==> config.mk <==
export PLATFORM = sky130hd
export DESIGN_NAME = operand_fetch
export DESIGN_NICKNAME = d
export VERILOG_FILES = /design/src/rtl/operand_fetch.sv
export SDC_FILE = /design/constraint.sdc
export NUM_CORES = 1
export LEC_CHECK = 0
export BUFFER_PORTS_ARGS = -buffer_cell sky130_fd_sc_hd__buf_2
export CAP_MARGIN = 0
export CORE_MARGIN = 5
export CORE_UTILIZATION = 40
export DETAILED_ROUTE_END_ITERATION = 10
export PLACE_DENSITY = 0.75
export SLEW_MARGIN = 20
export SYNTH_ARGS = -nofsm -noshare
export SYNTH_HDL_FRONTEND = slang
export SYNTH_SLANG_ARGS = --single-unit
export TNS_END_PERCENT = 100
==> constraint.sdc <==
create_clock -name clk -period 2.7 [get_ports clk]
set_clock_uncertainty 0.1 [all_clocks]
set_input_delay 0.54 -clock clk [delete_from_list [all_inputs] [get_ports clk]]
set_output_delay 0.54 -clock clk [all_outputs]
set_load 0.01 [all_outputs]
==> src/rtl/operand_fetch.sv <==
// Operand fetch stage: reads sources from the register file, forwards same-cycle writeback,
// stalls on RAW/WAW hazards via a pending-writer scoreboard, and registers a bundle for execute.
module operand_fetch #(
    parameter int NUM_REGS  = 16,
    parameter int REG_NUM_W = 4,
    parameter int DATA_W    = 32
) (
    input  logic                 clk,
    input  logic                 reset,
    input  logic                 in_valid,
    output logic                 in_ready,
    input  logic [REG_NUM_W-1:0] in_rd_num,
    input  logic [REG_NUM_W-1:0] in_rs_num,
    input  logic [REG_NUM_W-1:0] in_rt_num,
    input  logic                 in_uses_rs,
    input  logic                 in_uses_rt,
    input  logic                 in_uses_rd,
    input  logic                 in_uses_cpsr,
    input  logic                 in_is_alu_op,
    input  logic                 in_is_cmp_op,
    input  logic                 in_is_ld_op,
    output logic [REG_NUM_W-1:0] exe_rd_num,
    output logic [REG_NUM_W-1:0] exe_rs_num,
    output logic [REG_NUM_W-1:0] exe_rt_num,
    input  logic [DATA_W-1:0]    exe_rd_data_out,
    input  logic [DATA_W-1:0]    exe_rs_data_out,
    input  logic [DATA_W-1:0]    exe_rt_data_out,
    input  logic [DATA_W-1:0]    exe_cpsr_out,
    input  logic [REG_NUM_W-1:0] wb_rd_num,
    input  logic                 wb_rd_write_en,
    input  logic [DATA_W-1:0]    wb_rd_in,
    input  logic                 wb_cpsr_write_en,
    input  logic [DATA_W-1:0]    wb_cpsr_in,
    output logic                 out_valid,
    input  logic                 out_ready,
    output logic [REG_NUM_W-1:0] out_rd_num,
    output logic [DATA_W-1:0]    out_rd_val,
    output logic [DATA_W-1:0]    out_rs_val,
    output logic [DATA_W-1:0]    out_rt_val,
    output logic [DATA_W-1:0]    out_cpsr,
    output logic                 out_is_alu_op,
    output logic                 out_is_cmp_op,
    output logic                 out_is_ld_op
);

    logic [NUM_REGS-1:0]  pending_q, pending_d;
    logic                 cpsr_pending_q, cpsr_pending_d;
    logic                 out_valid_q, out_valid_d;
    logic [REG_NUM_W-1:0] out_rd_num_q, out_rd_num_d;
    logic [DATA_W-1:0]    out_rd_val_q, out_rd_val_d;
    logic [DATA_W-1:0]    out_rs_val_q, out_rs_val_d;
    logic [DATA_W-1:0]    out_rt_val_q, out_rt_val_d;
    logic [DATA_W-1:0]    out_cpsr_q, out_cpsr_d;
    logic                 out_is_alu_q, out_is_alu_d;
    logic                 out_is_cmp_q, out_is_cmp_d;
    logic                 out_is_ld_q, out_is_ld_d;

    logic                 wb_hits_rd, wb_hits_rs, wb_hits_rt;
    logic [DATA_W-1:0]    rd_val, rs_val, rt_val, cpsr_val;
    logic                 writes_rd, stall, accept;

    assign exe_rd_num = in_rd_num;
    assign exe_rs_num = in_rs_num;
    assign exe_rt_num = in_rt_num;

    always_comb begin
        wb_hits_rd = wb_rd_write_en && (wb_rd_num == in_rd_num);
        wb_hits_rs = wb_rd_write_en && (wb_rd_num == in_rs_num);
        wb_hits_rt = wb_rd_write_en && (wb_rd_num == in_rt_num);

        rd_val   = wb_hits_rd ? wb_rd_in : exe_rd_data_out;
        rs_val   = wb_hits_rs ? wb_rd_in : exe_rs_data_out;
        rt_val   = wb_hits_rt ? wb_rd_in : exe_rt_data_out;
        cpsr_val = wb_cpsr_write_en ? wb_cpsr_in : exe_cpsr_out;

        writes_rd = in_is_alu_op || in_is_ld_op;

        // A pending bit being cleared this cycle is already satisfied by forwarding.
        stall = (in_uses_rs && pending_q[in_rs_num] && !wb_hits_rs)
             || (in_uses_rt && pending_q[in_rt_num] && !wb_hits_rt)
             || (in_uses_rd && pending_q[in_rd_num] && !wb_hits_rd)
             || (writes_rd && pending_q[in_rd_num] && !wb_hits_rd)
             || (in_uses_cpsr && cpsr_pending_q && !wb_cpsr_write_en)
             || (in_is_cmp_op && cpsr_pending_q && !wb_cpsr_write_en);

        in_ready = !stall && (!out_valid_q || out_ready);
        accept   = in_valid && in_ready;

        // Clear first, then set, so a newly issued writer wins over a retiring one.
        pending_d      = pending_q;
        cpsr_pending_d = cpsr_pending_q;
        if (wb_rd_write_en)      pending_d[wb_rd_num] = 1'b0;
        if (wb_cpsr_write_en)    cpsr_pending_d       = 1'b0;
        if (accept && writes_rd) pending_d[in_rd_num] = 1'b1;
        if (accept && in_is_cmp_op) cpsr_pending_d    = 1'b1;

        out_valid_d  = out_valid_q;
        out_rd_num_d = out_rd_num_q;
        out_rd_val_d = out_rd_val_q;
        out_rs_val_d = out_rs_val_q;
        out_rt_val_d = out_rt_val_q;
        out_cpsr_d   = out_cpsr_q;
        out_is_alu_d = out_is_alu_q;
        out_is_cmp_d = out_is_cmp_q;
        out_is_ld_d  = out_is_ld_q;
        if (accept) begin
            out_valid_d  = 1'b1;
            out_rd_num_d = in_rd_num;
            out_rd_val_d = rd_val;
            out_rs_val_d = rs_val;
            out_rt_val_d = rt_val;
            out_cpsr_d   = cpsr_val;
            out_is_alu_d = in_is_alu_op;
            out_is_cmp_d = in_is_cmp_op;
            out_is_ld_d  = in_is_ld_op;
        end else if (out_valid_q && out_ready) begin
            out_valid_d = 1'b0;
        end
    end

    always_ff @(posedge clk) begin
        if (reset) begin
            pending_q      <= '0;
            cpsr_pending_q <= 1'b0;
            out_valid_q    <= 1'b0;
            out_rd_num_q   <= '0;
            out_rd_val_q   <= '0;
            out_rs_val_q   <= '0;
            out_rt_val_q   <= '0;
            out_cpsr_q     <= '0;
            out_is_alu_q   <= 1'b0;
            out_is_cmp_q   <= 1'b0;
            out_is_ld_q    <= 1'b0;
        end else begin
            pending_q      <= pending_d;
            cpsr_pending_q <= cpsr_pending_d;
            out_valid_q    <= out_valid_d;
            out_rd_num_q   <= out_rd_num_d;
            out_rd_val_q   <= out_rd_val_d;
            out_rs_val_q   <= out_rs_val_d;
            out_rt_val_q   <= out_rt_val_d;
            out_cpsr_q     <= out_cpsr_d;
            out_is_alu_q   <= out_is_alu_d;
            out_is_cmp_q   <= out_is_cmp_d;
            out_is_ld_q    <= out_is_ld_d;
        end
    end

    assign out_valid     = out_valid_q;
    assign out_rd_num    = out_rd_num_q;
    assign out_rd_val    = out_rd_val_q;
    assign out_rs_val    = out_rs_val_q;
    assign out_rt_val    = out_rt_val_q;
    assign out_cpsr      = out_cpsr_q;
    assign out_is_alu_op = out_is_alu_q;
    assign out_is_cmp_op = out_is_cmp_q;
    assign out_is_ld_op  = out_is_ld_q;

endmodule

**Word-level counts from Yosys, hierarchy flattened**

Cells that the tools add are included.
W data, S select, Z words.

- Memories: 0
- Output and inout bits: 149
- Input port bits: 221
- Word-level logic and storage cells: 80
- Bits in read-only memories: 0
- Register bits after elaboration: 153
- RAM bits: 0
- Latch bits: 0

- Reduce and logical (&&, ||, !) cells: 37
- Multiply operators: 0
- Div/mod/pow operators: 0
- Shift-type cells: 0
- Eq/ne operators: 3
- Order comparisons: 6
- Multiplexer cells: 20
- Add/subtract/negate cells: 0
- Bitwise operators: 3

Operator list:

| kind | number |
|---|---|
| $mux W32 | 4 |
| $mux W16 | 2 |
| $logic_and A1 B1 Y1 | 22 |
| $lt A4 B5 Y1 const B | 4 |
| $and A16 B16 Y16 | 1 |
| $not A16 Y16 | 1 |
| $or A16 B16 Y16 | 1 |
| $bmux W1 S4 | 3 |
| $eq A4 B4 Y1 | 3 |
| $mux W1 | 9 |
| $demux W1 S4 | 2 |
| $ge A4 B1 Y1 const B | 2 |
| $logic_or A1 B1 Y1 | 7 |
| $logic_not A1 Y1 | 6 |
| $reduce_bool A2 Y1 | 2 |

**Logic depth before layout (Yosys ltp)**

- Depth in word-level cells: 14
- Mapped depth: 10
- Gate-level depth less buffers: 6

**Worst setup path after synthesis**

No wires, ideal clock.

- Path kind: input -> output
- From: input in_rd_num[0]
- To: output in_ready
- Arrival time: 2201 ps
- Cell stages on the path: 9
- Slack: -141 ps
- Path buffers: 3
- Data required time: 2060 ps
- Path through: buf_2 > mux4_2 > mux2i_1 > mux2i_1 > a32oi_1 > buf_2 > nand2_2 > buf_2 > inv_1

- Word-level cells in the longest chain between the ends: 10
- Elaborated cells between the ends (all ways): 15
- Those cells by class: 1 x eq/ne; 2 x mux; 12 x reduce/logical

Ends and longest elaborated chain:

| what | RTL line | text |
|---|---|---|
| start: declaration | 12 | `input logic [REG_NUM_W-1:0] in_rd_num,` |
| $bmux W1 S4 / $eq A4 B4 Y1 (equally long branches) | 81, 82, 67 |  |
| $mux W1 (implied by the code) / $logic_and A1 B1 Y1 (equally long branches) | 81, 82, 67 |  |
| $logic_and A1 B1 Y1 / $logic_not A1 Y1 (equally long branches) | 81, 82 |  |
| $logic_and A1 B1 Y1 | 81 | `\|\| (in_uses_rd && pending_q[in_rd_num] && !wb_hits_rd)` |
| $logic_or A1 B1 Y1 | 81 |  |
| $logic_or A1 B1 Y1 (*) | 82 | `\|\| (writes_rd && pending_q[in_rd_num] && !wb_hits_rd)` |
| $logic_or A1 B1 Y1 (*) | 83 | `\|\| (in_uses_cpsr && cpsr_pending_q && !wb_cpsr_write_en)` |
| $logic_or A1 B1 Y1 (*) | 84 | `\|\| (in_is_cmp_op && cpsr_pending_q && !wb_cpsr_write_en);` |
| $logic_not A1 Y1 (*) | 86 | `in_ready = !stall && (!out_valid_q \|\| out_ready);` |
| $logic_and A1 B1 Y1 (*) | 86 |  |
| end: declaration | 11 | `output logic in_ready,` |

Every way passes the cells marked *; elsewhere a longest branch is shown, timed or not. The select of a mux whose other input is x is not followed.

**Worst setup path in the final report**

- From: register pending_q[7]
- To: output in_ready

- Word-level cells in the longest chain between the ends: 11
- Elaborated cells between the ends (all ways): 21
- Those cells by class: 6 x mux; 15 x reduce/logical

Ends and longest elaborated chain:

| what | RTL line | text |
|---|---|---|
| start: declaration | 46 | `logic [NUM_REGS-1:0] pending_q, pending_d;` |
| start signal: assignment | 135 | `pending_q <= pending_d;` |
| $bmux W1 S4 (on tied branches) | 79, 80 |  |
| $mux W1 (on tied branches) | 79, 80 |  |
| $logic_and A1 B1 Y1 (on tied branches) (2 in series) | 79, 80 |  |
| $logic_or A1 B1 Y1 | 80 | `\|\| (in_uses_rt && pending_q[in_rt_num] && !wb_hits_rt)` |
| $logic_or A1 B1 Y1 | 81 |  |
| $logic_or A1 B1 Y1 (*) | 82 |  |
| $logic_or A1 B1 Y1 (*) | 83 |  |
| $logic_or A1 B1 Y1 (*) | 84 |  |
| $logic_not A1 Y1 (*) | 86 |  |
| $logic_and A1 B1 Y1 (*) | 86 |  |

Marks and branches as above.

==> key figures <==
Hold path
  • Hold depth: 3
  • HP Class: input port to flop

Die
  • IO Count: 370
  • Die area: 0.02225 mm2
  • Chip Width: 149.2 um
  • Die H: 149.2 um
  • Initial Utilization: 40.21%
  • Core area: 0.01927 mm2
  • Num rows: 51

Logic synthesis
  • Sequential-to-total area share from yosys stat: 39.53%
  • Top FF cell, synth: dfxtp_1
  • Cells after Synth: 771
  • Post-synthesis xor/xnor area fraction: 1.356%
  • Yosys top cell area share: 39.53%
  • Yosys top cell by area: dfxtp_1
  • Proportion of synthesized area in mux cells: 21.19%
  • Simple-gate share of the synthesized area: 3.165%
  • Distinct cells, synth: 34
  • Net Count, Synth: 992
  • Number of flops mapped to enable cells by yosys: 0
  • Ys Warns: 0
  • Asr flop ratio synth: 0%
  • Main combinational cell family by area after synthesis: compound AO/OA/AOI/OAI gates
  • Ranking of synthesized cells by area: dfxtp_1 40%, mux2i_1 18%, a21oi_1 8.8%
  • Synth Area per Inst: 10.05 um2
  • Synth Area in Compound Gates: 27.71%
  • Area share of fa/ha/maj cells after synthesis: 0%
  • Synthesized area: 0.007749 mm2
  • #FFs+latches synth: 153

Worst setup path
  • Delay-heaviest family, CP: multiplexers
  • CP max-delay cell: mux4_2
  • Crit path capture: in_ready
  • CP bufs+invs: 2
  • Arrival time worst endpoint: 2.07 ns
  • Worst-path cell chain: mux4_2 -> mux2i_2 -> mux2i_2 -> a32oi_4 -> nand2_4 -> inv_2 -> buf_6
  • R2R Path Start: pending_q[7]
  • CP Launch Type: flop
  • Worst Path Max Fanout: 4
  • Critical path endpoint category: primary output
  • R2R Setup Slk: 0.06 ns
  • Reg-to-reg endpoint: out_rt_val[4]
  • Worst Setup SP: pending_q[7]
  • Data required time of the critical path: 2.06 ns
  • CP max stage delay: 0.48 ns
  • Crit-path most repeated cell: mux2i_2
  • Reg2Reg Depth: 9
  • Kind of critical path: flop to primary output
  • Number of cells on the critical path: 7

STA
  • Endpoints failing setup: 1
  • RSZ-0062 raised after global routing: yes
  • Rel. slew slack: 40.49%
  • Min Tclk post-route: 2.707 ns
  • Fmax: 369.5 MHz
  • Final Hold Violating Endpoints: 0
  • Crit share post-route: 100.2%
  • Max-slew violations: 0
  • Worst Max-Slew Pin Slew: 0.8926 ns
  • Worst setup margin: -0.006515 ns

Detailed routing
  • Routed vias/inst: 5.531
  • Drt first pass iters: 5
  • First DRT Iteration DRCs: 374
  • Final WL: 27.51 mm
  • Routed length per instance: 19.74 um
  • Post-DRT Antenna Nets: 0
  • DRC errors left: 0
  • Vias: 7,710

Clock network
  • Clk pin slew, worst setup/hold paths: 0.06 ns
  • CTS H-tree lvls: 4
  • CTS Buf Count: 17
  • CTS Sinks: 153
  • CTS tree: done
  • Clock root cell: clkbuf_16
  • Clk Latency, worst-skew pair: 0.42 ns
  • Clk buf depth: 2

Placed design
  • Final HPWL DP: 20.60 mm
  • GPL Wtd Cong: 0.9565
  • Placed cells: 1,359
  • Port buffer count: 369

Outcome
  • Failing checks: setup timing
  • Status: finished, violations left

GRT
  • Residual overflow from global routing: 0
  • Initial antenna violation count: 0
  • First-pass GRT wire length: 40.79 mm
  • All-Layer GR Usage: 23.15%
  • Largest net degree at the start of global routing: 138
  • Number of global-route vias before repair: 7,463

Final layout
  • Layout cells sized above 1: 46.24%
  • ANT cells: 0
  • Non-filler cells, final: 1,394
  • Area Growth Syn to Fin: 38.48%
  • Commonest non-fill, non-tap cell in the layout: buf_2
  • Final net count: 1,338
  • Final Util: 55.68%
  • Most frequent cells in the layout: 365 x buf_2, 151 x dfxtp_1, 137 x a21oi_1, 128 x mux2i_1, 91 x a211oi_1

Power
  • PD cells: 586.7 mW/mm2
  • Max VDD drop: 381.4 uV
  • Leakage power: 0.004996 uW

Run
  • Max_cap viols: 0
worst reg2reg max path, cell delays in order, from the launching register on:
cell,delay [ns]
dfxtp_4,0.36
mux4_2,0.48
mux2i_2,0.22
mux2i_2,0.14
buf_4,0.16
buf_4,0.12
a32o_1,0.24
nor2_4,0.19
buf_12,0.28
a211oi_1,0.20
metrics by stage:
stage	power, uW	instance area, um2	setup TNS, ns	setup slack [ns]	hold slack, ns
3_3_place_gp	4015	10040	-24.66	-0.2308	0.3638
6_report	6296	10730	-0.006515	-0.006515	0.3230
5_1_grt	6568	10730	-0.07070	-0.07070	0.3061
3_5_place_dp	4042	10040	-27.89	-0.2806	0.3795
4_1_cts	6321	10650	-0.03866	-0.03866	0.3009
2_1_floorplan	3402	7767	0	0.003995	0.3499
power by group:
part           internal (uW)  switching (uW)  total [uW]  leakage (uW)
logic                    656             789        1440       0.00347
clock network           1320             965        2280      0.000262
registers               2460             109        2570       0.00127
registers in the layout, indices dropped and copies added, names as in the netlist:
register / cells
out_cpsr: 32
out_rd_val: 32
out_rs_val: 32
out_rt_val: 32
pending_q: 16
out_rd_num: 4
cpsr_pending_q: 1
out_is_alu_op: 1
out_is_cmp_op: 1
out_is_ld_op: 1
out_valid: 1
worst min path at each step:
stage	from	end	slack, ns
floorplan	cpsr_pending_q	cpsr_pending_q	0.35
global placement	out_is_cmp_op	out_is_cmp_op	0.36
detailed placement	out_is_ld_op	out_is_ld_op	0.38
CTS	in_is_alu_op	out_is_alu_op	0.30
global route	in_is_ld_op	out_is_ld_op	0.31
finish	in_is_alu_op	out_is_alu_op	0.32
cell families (layout without fill, tap and decap cells):
group,count (synthesis),after routing
compound gates,308,308
flops,153,153
mux,149,149
buf+inv,100,458
simple gates,49,49
xor+xnor,12,12
synth_stat cells, drive strengths merged (8+ instances only):
cell,n
dfxtp,153
a21oi,137
mux2i,137
a211oi,128
buf,61
clkbuf,36
nand3,16
o31ai,16
mux4,12
nand2,10
o211ai,10
nor2,9
o21ai,8
metal layers:
metal / share of wire, % / GRT usage, %
met4: 2.2 / 7.597
met3: 8.4 / 6.685
met1: 41 / 29.40
met2: 49 / 37.95
met5: 0 / 0
layout make-up:
type | count | area (um2)
clock buffer | 21 | 460.4
clock inverter | 10 | 96.34
fill | 1747 | 8541
inverter | 3 | 11.26
multi-input combinational | 518 | 4289
sequential | 153 | 3068
tap | 265 | 331.6
timing repair buffer | 424 | 2474
timing repair:
action | in CTS | in global routing
setup buffers | 2 | 2
resized for setup | 9 | 12
pin swaps | 2 | 3
setup endpoints to repair | 1 | 1
hold buffers | 0 | 0
No activity file was read; power rests on OpenSTA's default activity.
